## src/rtl/delay_share_pkg.sv

```systemverilog
// Shared types and helpers for the shared fixed-latency delay arbiter.
//   rr_pick_t : result of a round-robin pick (found flag, one-hot, index)
//   rr_pick() : round-robin search starting just above a pointer, wrapping
//               at nreq. Operates on MAX_NREQ-wide vectors; callers
//               zero-extend and slice back to their own NREQ.
package delay_share_pkg;

  localparam int MAX_NREQ = 16;
  localparam int MAX_IDW  = 4;

  typedef struct packed {
    logic                found;
    logic [MAX_NREQ-1:0] onehot;
    logic [MAX_IDW-1:0]  idx;
  } rr_pick_t;

  // Search order is ptr+1, ptr+2, ... wrapping at nreq; the first eligible
  // slot wins. The loop runs to MAX_NREQ so it unrolls to a fixed size; the
  // off <= nreq guard trims it to the real requester count.
  function automatic rr_pick_t rr_pick(input logic [MAX_NREQ-1:0] elig,
                                       input logic [MAX_IDW-1:0]  ptr,
                                       input int unsigned         nreq);
    rr_pick_t    r;
    int unsigned k;
    r = '0;
    for (int unsigned off = 1; off <= MAX_NREQ; off++) begin
      k = (32'(ptr) + off) % nreq;
      if (off <= nreq && !r.found && elig[k[MAX_IDW-1:0]]) begin
        r.found                    = 1'b1;
        r.onehot[k[MAX_IDW-1:0]]   = 1'b1;
        r.idx                      = k[MAX_IDW-1:0];
      end
    end
    return r;
  endfunction

endpackage

```

## src/rtl/delay_share_arb_rr.sv

```systemverilog
// Combinational round-robin arbiter.
//   i_elig    : per-requester eligibility (valid & mask)
//   i_ptr     : last granted index; search starts at i_ptr+1
//   o_gnt     : one-hot grant (all zero when nothing eligible)
//   o_gnt_idx : index of the granted requester
//   o_gnt_vld : a grant was issued this cycle
// The pointer register lives in the parent.
module rr_arbiter
  import delay_share_pkg::*;
#(
  parameter int NREQ = 4,
  parameter int IDW  = $clog2(NREQ)
) (
  input  logic [NREQ-1:0] i_elig,
  input  logic [IDW-1:0]  i_ptr,
  output logic [NREQ-1:0] o_gnt,
  output logic [IDW-1:0]  o_gnt_idx,
  output logic            o_gnt_vld
);

  localparam int unsigned NREQ_U = NREQ;

  rr_pick_t pick;
  logic     unused_pick;

  always_comb begin
    pick = rr_pick(MAX_NREQ'(i_elig), MAX_IDW'(i_ptr), NREQ_U);
  end

  assign o_gnt     = pick.onehot[NREQ-1:0];
  assign o_gnt_idx = pick.idx[IDW-1:0];
  assign o_gnt_vld = pick.found;

  // High bits of the widened pick are always zero for NREQ < MAX_NREQ.
  assign unused_pick = ^{pick.onehot, pick.idx};

endmodule

```

## src/rtl/delay_share_arb.sv

```systemverilog
// Shares one DELAY-stage register pipeline among NREQ requesters.
// A round-robin arbiter grants at most one requester per cycle; the granted
// data enters stage 0 with its requester id and emerges DELAY cycles later
// as a one-cycle response.
//   i_clk, i_rst_n  : clock, asynchronous active-low reset
//   i_req_valid     : per-requester request valid
//   i_req_data      : packed data, requester k at [k*DWIDTH +: DWIDTH]
//   i_req_mask      : 1 = requester may be granted
//   o_req_ready     : one-hot grant, transfer on valid & ready
//   o_rsp_valid/id/data : delayed item, straight from the last stage flops
//   o_inflight      : items currently in the pipeline (<= DELAY)
//   o_busy          : o_inflight != 0
module delay_share_arb
  import delay_share_pkg::*;
#(
  parameter  int NREQ   = 4,
  parameter  int DWIDTH = 8,
  parameter  int DELAY  = 2,
  localparam int IDW    = $clog2(NREQ),
  localparam int CW     = $clog2(DELAY+1)
) (
  input  logic                   i_clk,
  input  logic                   i_rst_n,
  input  logic [NREQ-1:0]        i_req_valid,
  input  logic [NREQ*DWIDTH-1:0] i_req_data,
  input  logic [NREQ-1:0]        i_req_mask,
  output logic [NREQ-1:0]        o_req_ready,
  output logic                   o_rsp_valid,
  output logic [IDW-1:0]         o_rsp_id,
  output logic [DWIDTH-1:0]      o_rsp_data,
  output logic [CW-1:0]          o_inflight,
  output logic                   o_busy
);

  typedef struct packed {
    logic              valid;
    logic [IDW-1:0]    id;
    logic [DWIDTH-1:0] data;
  } stage_t;

  stage_t          stg_q [DELAY];
  stage_t          stg0_d;
  logic [IDW-1:0]  ptr_q, ptr_d;
  logic [CW-1:0]   inflight_q, inflight_d;
  logic [NREQ-1:0] elig, gnt;
  logic [IDW-1:0]  gnt_idx;
  logic            gnt_vld;
  logic            acc, rsp;

  // Eligibility excludes data, so ready can never depend on i_req_data and
  // can never be asserted for a requester whose valid is low.
  assign elig = i_req_valid & i_req_mask;

  rr_arbiter #(.NREQ(NREQ), .IDW(IDW)) u_rr (
    .i_elig    (elig),
    .i_ptr     (ptr_q),
    .o_gnt     (gnt),
    .o_gnt_idx (gnt_idx),
    .o_gnt_vld (gnt_vld)
  );

  assign o_req_ready = gnt;
  assign acc         = gnt_vld;
  assign rsp         = stg_q[DELAY-1].valid;

  always_comb begin
    ptr_d  = ptr_q;
    stg0_d = stg_q[0];
    stg0_d.valid = 1'b0;
    if (acc) begin
      ptr_d  = gnt_idx;
      stg0_d = '{valid: 1'b1, id: gnt_idx,
                 data: i_req_data[gnt_idx*DWIDTH +: DWIDTH]};
    end
  end

  // Accept and retire in the same cycle cancel out.
  always_comb begin
    inflight_d = inflight_q;
    if (acc && !rsp)      inflight_d = inflight_q + CW'(1);
    else if (!acc && rsp) inflight_d = inflight_q - CW'(1);
  end

  always_ff @(posedge i_clk or negedge i_rst_n) begin
    if (!i_rst_n) begin
      ptr_q      <= IDW'(NREQ-1);
      inflight_q <= '0;
    end else begin
      ptr_q      <= ptr_d;
      inflight_q <= inflight_d;
    end
  end

  // Free-running pipeline: every stage advances every cycle, no stall.
  for (genvar g = 0; g < DELAY; g++) begin : g_stg
    if (g == 0) begin : g_head
      always_ff @(posedge i_clk or negedge i_rst_n) begin
        if (!i_rst_n) stg_q[0] <= '0;
        else          stg_q[0] <= stg0_d;
      end
    end else begin : g_body
      always_ff @(posedge i_clk or negedge i_rst_n) begin
        if (!i_rst_n) stg_q[g] <= '0;
        else          stg_q[g] <= stg_q[g-1];
      end
    end
  end

  assign o_rsp_valid = stg_q[DELAY-1].valid;
  assign o_rsp_id    = stg_q[DELAY-1].id;
  assign o_rsp_data  = stg_q[DELAY-1].data;
  assign o_inflight  = inflight_q;
  assign o_busy      = |inflight_q;

`ifndef SYNTHESIS
  always @(posedge i_clk) begin
    if (i_rst_n) begin
      assert (!(acc && !rsp && inflight_q == CW'(DELAY)))
        else $error("delay_share_arb: inflight overflow");
      assert (!(rsp && !acc && inflight_q == '0))
        else $error("delay_share_arb: inflight underflow");
      assert ((o_req_ready & ~i_req_valid) == '0)
        else $error("delay_share_arb: ready without valid");
    end
  end
`endif

endmodule
```

## config.mk

```make
export PLATFORM = sky130hd
export DESIGN_NAME = delay_share_arb
export DESIGN_NICKNAME = d
export VERILOG_FILES = /design/src/rtl/delay_share_pkg.sv /design/src/rtl/delay_share_arb_rr.sv /design/src/rtl/delay_share_arb.sv
export SDC_FILE = /design/constraint.sdc
export NUM_CORES = 1
export LEC_CHECK = 0
export CORE_UTILIZATION = 35
export DETAILED_ROUTE_END_ITERATION = 16
export GPL_TIMING_DRIVEN = 0
export SLEW_MARGIN = 20
export SYNTH_ARGS = -nofsm -noshare
export SYNTH_HDL_FRONTEND = slang
export SYNTH_SLANG_ARGS = --single-unit
```

## constraint.sdc

```tcl
create_clock -name i_clk -period 4.9 [get_ports i_clk]
set_input_delay 0.98 -clock i_clk [delete_from_list [all_inputs] [get_ports i_clk]]
set_output_delay 0.98 -clock i_clk [all_outputs]
set_load 0.02 [all_outputs]
```

# Word level (Yosys, flattened, before mapping)
# Index checks and enable logic that the tools add are counted.
# word_totals
ff_bits	26
inputBits	42
output_inout_bits	18
elab_cells	66
# op_classes
n_addsub	6
n_lt_le_gt_ge	8
shifts	1
mux	23
bitwise	4
n_reduce_logical	16
# ops
op	n
21-bit 2-to-1 mux	4
16-bit by 4-bit bitwise OR with 16-bit output	3
32-bit by 6-bit indexed part select with 8-bit output	1
2-bit by 5-bit less-than comparator with 1-bit output, second input constant	4
11-bit 2-to-1 mux	1
1-bit logical AND	9
1-bit binary-select mux with 2-bit select	4
1-bit demux with 2-bit select	4
2-bit by 1-bit greater-or-equal comparator with 1-bit output, second input constant	4
1-bit 2-to-1 mux	8
2-bit by 1-bit adder with 2-bit output, second input constant	3
1-bit zero test	5
2-bit adder, second input constant	2
4-bit bitwise AND	1
2-bit 2-to-1 mux	2
2-bit nonzero test	1
2-bit OR reduction	1
2-bit by 1-bit subtractor with 2-bit output, second input constant	1

# Logic depth before layout (Yosys ltp)
# logic_depth
depth_word	19
depth_mapped	11
ltp_nobuf	8

# By module
# A second synthesis with hierarchy kept.
# hier_totals
cells_unflattened	186
area_unflattened_um2	1869.3
# by_module_without_submodules
module	n_inst	cells_each	area_each_um2
delay_share_arb	1	102	1206.2
rr_arbiter	1	84	663.1

# Least setup slack after synthesis
# No wires, ideal clock.
# synth_path
kind	reg-to-output
start	register ptr_q[0]
end	output port o_req_ready[0]
arrival_ps	2606
setup_slack_ps	1314
path_stages_with_launch	9
path_buffers	3
path_cell_list	dfstp_2 > buf_2 > inv_1 > clkbuf_1 > clkbuf_1 > ha_1 > or3_1 > a21boi_0 > a221o_1
# synth_via
elab_chain_len	13
# synth_lines
item	line_no	source
start, declared	delay_share_arb.sv:43	logic [IDW-1:0] ptr_q, ptr_d;
start signal, assigned	delay_share_arb.sv:86	ptr_q <= IDW'(NREQ-1);
start signal, assigned	delay_share_arb.sv:89	ptr_q <= ptr_d;
branches (longest 12 deep; another with 2-bit by 5-bit less-than comparator with 1-bit output)	--	
21-bit 2-to-1 mux *	delay_share_pkg.sv:28	if (off <= nreq && !r.found && elig[k[MAX_IDW-1:0]]) begin
end, declared	delay_share_arb.sv:27	output logic [NREQ-1:0] o_req_ready,
# Every way passes the cells marked *. The select of a mux whose other input is x is not followed.

# Worst setup path after layout
# layout_path
start	register ptr_q[0]
end	output port o_req_ready[3]
# Same word-level chain as after synthesis.

==> reports/metrics.cfg <==
[run_status]
run_status=finished, final reports clean

[yosys]
synth_enable_flop_cells=0
synth-async-reset-ratio_pct=100.0
synth_top_flop_cell=sky130_fd_sc_hd__dfrtp_1
syn-num-nets=276
mean_area_per_synthesized_cell_um2=8.375
synth.top_cell.area_share_pct=31.87
yosysUniqueCellTypes=38
synth.top_cells.by_area=sky130_fd_sc_hd__dfrtp_1, sky130_fd_sc_hd__nand2_1, sky130_fd_sc_hd__ha_1
yosysTopAreaCell=sky130_fd_sc_hd__dfrtp_1
synthesis.instances=225
synth_register_bits=26
synthesis.yosys.warnings=0
synthesis.area_um2=1884
ys_seq_area_share_pct=34.66

[power_and_ir_drop]
power.density_cell_area_nw_per_um2=576.7
power_mw=1.517
ir_drop_mv=0.2122
p_leak_nw=1.095

[placement]
dpl-instance-area_um2=2557
place.gp.congestion=0.9018
hpwl_um=3739
port_buffers=59
dp_worst_setup_slack_ns=0.3938
placed_cells=354

[clock_tree]
cts.htree.levels=1
post_cts_setup_driven_buffer_insertion_count=0
total_clock_buffers_created_by_cts=3
cts_sinks=26
post_cts_resized=0
clk_path_buf_depth=2
tritoncts=yes
postCtsHoldBufs=0
clock-root-buffer=sky130_fd_sc_hd__clkbuf_8
clkSlewWorstSetupHoldPaths_ns=0.10
later_pin_clock_latency_in_the_skew_report_ns=0.28

[worst_setup_path]
worst_ep_required_time_ns=3.92
cp-end-kind=output pin
cp.arrival_ns=3.63
total_buffers_and_inverters_traversed_by_the_critical_path=5
critical_path.slowest_cell=sky130_fd_sc_hd__clkdlybuf4s50_1
crit_fanout=13
path_cells=buf_2 -> inv_1 -> clkbuf_1 -> clkbuf_2 -> ha_1 -> mux4_2 -> nor2_1 -> a22o_1 -> a221o_1 -> clkdlybuf4s50_1
critical_path.top_delay_family=buffers and inverters
worstSetupPathType=flop to output pin
crit_path_start_kind=flop
cpPeakStageDelay_ns=0.60

[grt]
global_route.overflow_total=0
grt_pass1_wl_um=7997
grt_pass1_vias=1651
grt_max_degree=27
antenna_found_initial=0
grt_usage_pct=18.55

[detailed_routing]
initial_drc_count=109
first_pass_iters=4
wl_per_cell_um=13.88
post_drt_via_cell_ratio=5.235
route.vias.total=1874
ant_nets=0
remaining_design_rule_violation_count=0
postRouteWirelength_um=4968

[finish]
finalNetCount=340
insertedDiodeCount=0
fin_area_um2=2630
areaGrowthSynthToFinish_pct=39.57
post_layout_nonfiller_instances=358
post_route_cells_drive_above_1_share_pct=9.375
layout.cells.most_common=sky130_fd_sc_hd__clkdlybuf4s50_1
layout_common_cells=sky130_fd_sc_hd__clkdlybuf4s50_1, sky130_fd_sc_hd__nand2_1, sky130_fd_sc_hd__dfrtp_1

[sta]
grt_setup_unrepaired=no
period_needed_ns=4.610
max_freq_ghz=0.2169
final_critical_path_setup_slack_ns=0.2899
timing.final.setup_violations=0
worst_slew_margin_rel_pct=53.22
tightest_slew_ns=0.7017
finalCritPeriodShare_pct=94.08
report.final.slew_viol_count=0
timing.final.hold_violations=0
setup-tns-final_ns=0
clock_skew_ns=0.007005

[floorplan]
starting_density_pct=36.66
core_area_um2=5140
floorplan.die.height_um=75.38
std_cell_rows=26
design.portCount=60
die_area_um2=5681
die_width_um=75.38

[min_path]
hold_crit_path_type=flop to flop

[flow_run]
max_cap_violations=0

[cell usage after synthesis (5+ instances only)]
| cell | instances |
|---|---|
| sky130_fd_sc_hd__a211oi_1 | 9 |
| sky130_fd_sc_hd__a21oi_1 | 18 |
| sky130_fd_sc_hd__a31o_1 | 8 |
| sky130_fd_sc_hd__and2_1 | 5 |
| sky130_fd_sc_hd__buf_4 | 10 |
| sky130_fd_sc_hd__clkbuf_1 | 8 |
| sky130_fd_sc_hd__dfrtp_1 | 24 |
| sky130_fd_sc_hd__ha_1 | 9 |
| sky130_fd_sc_hd__nand2_1 | 54 |
| sky130_fd_sc_hd__nor2_1 | 7 |
| sky130_fd_sc_hd__nor3_1 | 19 |
| sky130_fd_sc_hd__o22ai_1 | 9 |
[power by group]
group / internal (mW) / switching [mW] / leakage, nW / total, mW
sequential: 0.316 / 0.0537 / 0.293 / 0.370
clock: 0.109 / 0.0726 / 0.0357 / 0.182
combinational: 0.453 / 0.512 / 0.766 / 0.965
[kinds of logic (layout without fill, tap and decap cells)]
logic type / Yosys count / count (layout) / share of synthesized area (%)
flops: 26 / 26 / 34.66
xor+xnor: 4 / 4 / 1.860
compound gates: 62 / 62 / 23.37
mux: 4 / 4 / 4.183
buf+inv: 25 / 88 / 7.835
simple gates: 95 / 95 / 22.11
fa+ha+maj: 9 / 9 / 5.976
[area by class of cell]
class | instances | area (µm²)
repair buffers | 59 | 585.6
clock buffers | 3 | 41.29
fillers | 521 | 2510
well taps | 70 | 87.58
plain buffers | 21 | 133.9
multi-input cells | 174 | 1084
inverters | 4 | 15.01
clock inverters | 1 | 30.03
flip-flops and latches | 26 | 653.1
[routing by layer]
metal / vias to the layer above / global-route usage (%) / share of wire (%)
li1: 929 / - / -
met1: 876 / 28.63 / 50
met2: 64 / 27.68 / 43
met3: 5 / 1.984 / 5.7
met4: 0 / 4.527 / 0.87
met5: - / 0 / 0
[state kept, by name, summed over array words and instances, names as in the netlist]
name / cells
o_rsp_data: 8
o_rsp_id: 2
o_rsp_valid: 1
stg_q: 11
o_inflight: 2
ptr_q: 2
[final timing paths]
kind | cells after the start | end | slack (ns) | start
worst min register to register | 0 | o_rsp_valid | 0.36 | stg_q[21]
worst min-delay path | 0 | o_rsp_valid | 0.36 | stg_q[21]
max in group asynchronous | 1 | ptr_q[0] | 3.83 | i_rst_n
worst max register to register | 11 | stg_q[16] | 1.28 | ptr_q[0]
worst max-delay path | 10 | o_req_ready[3] | 0.29 | ptr_q[0]
min in group asynchronous | 1 | stg_q[17] | 0.69 | i_rst_n
[through the flow]
step / utilization [%] / hold WS (ns)
final: 51.17 / 0.3568
after global routing: 51.17 / 0.3784
after CTS: 51.14 / 0.3586
after detailed placement: 49.76 / 0.3364
after global placement: 49.85 / 0.3336
after floorplan: - / 0.3312
Power figures use the tool's default switching activity.
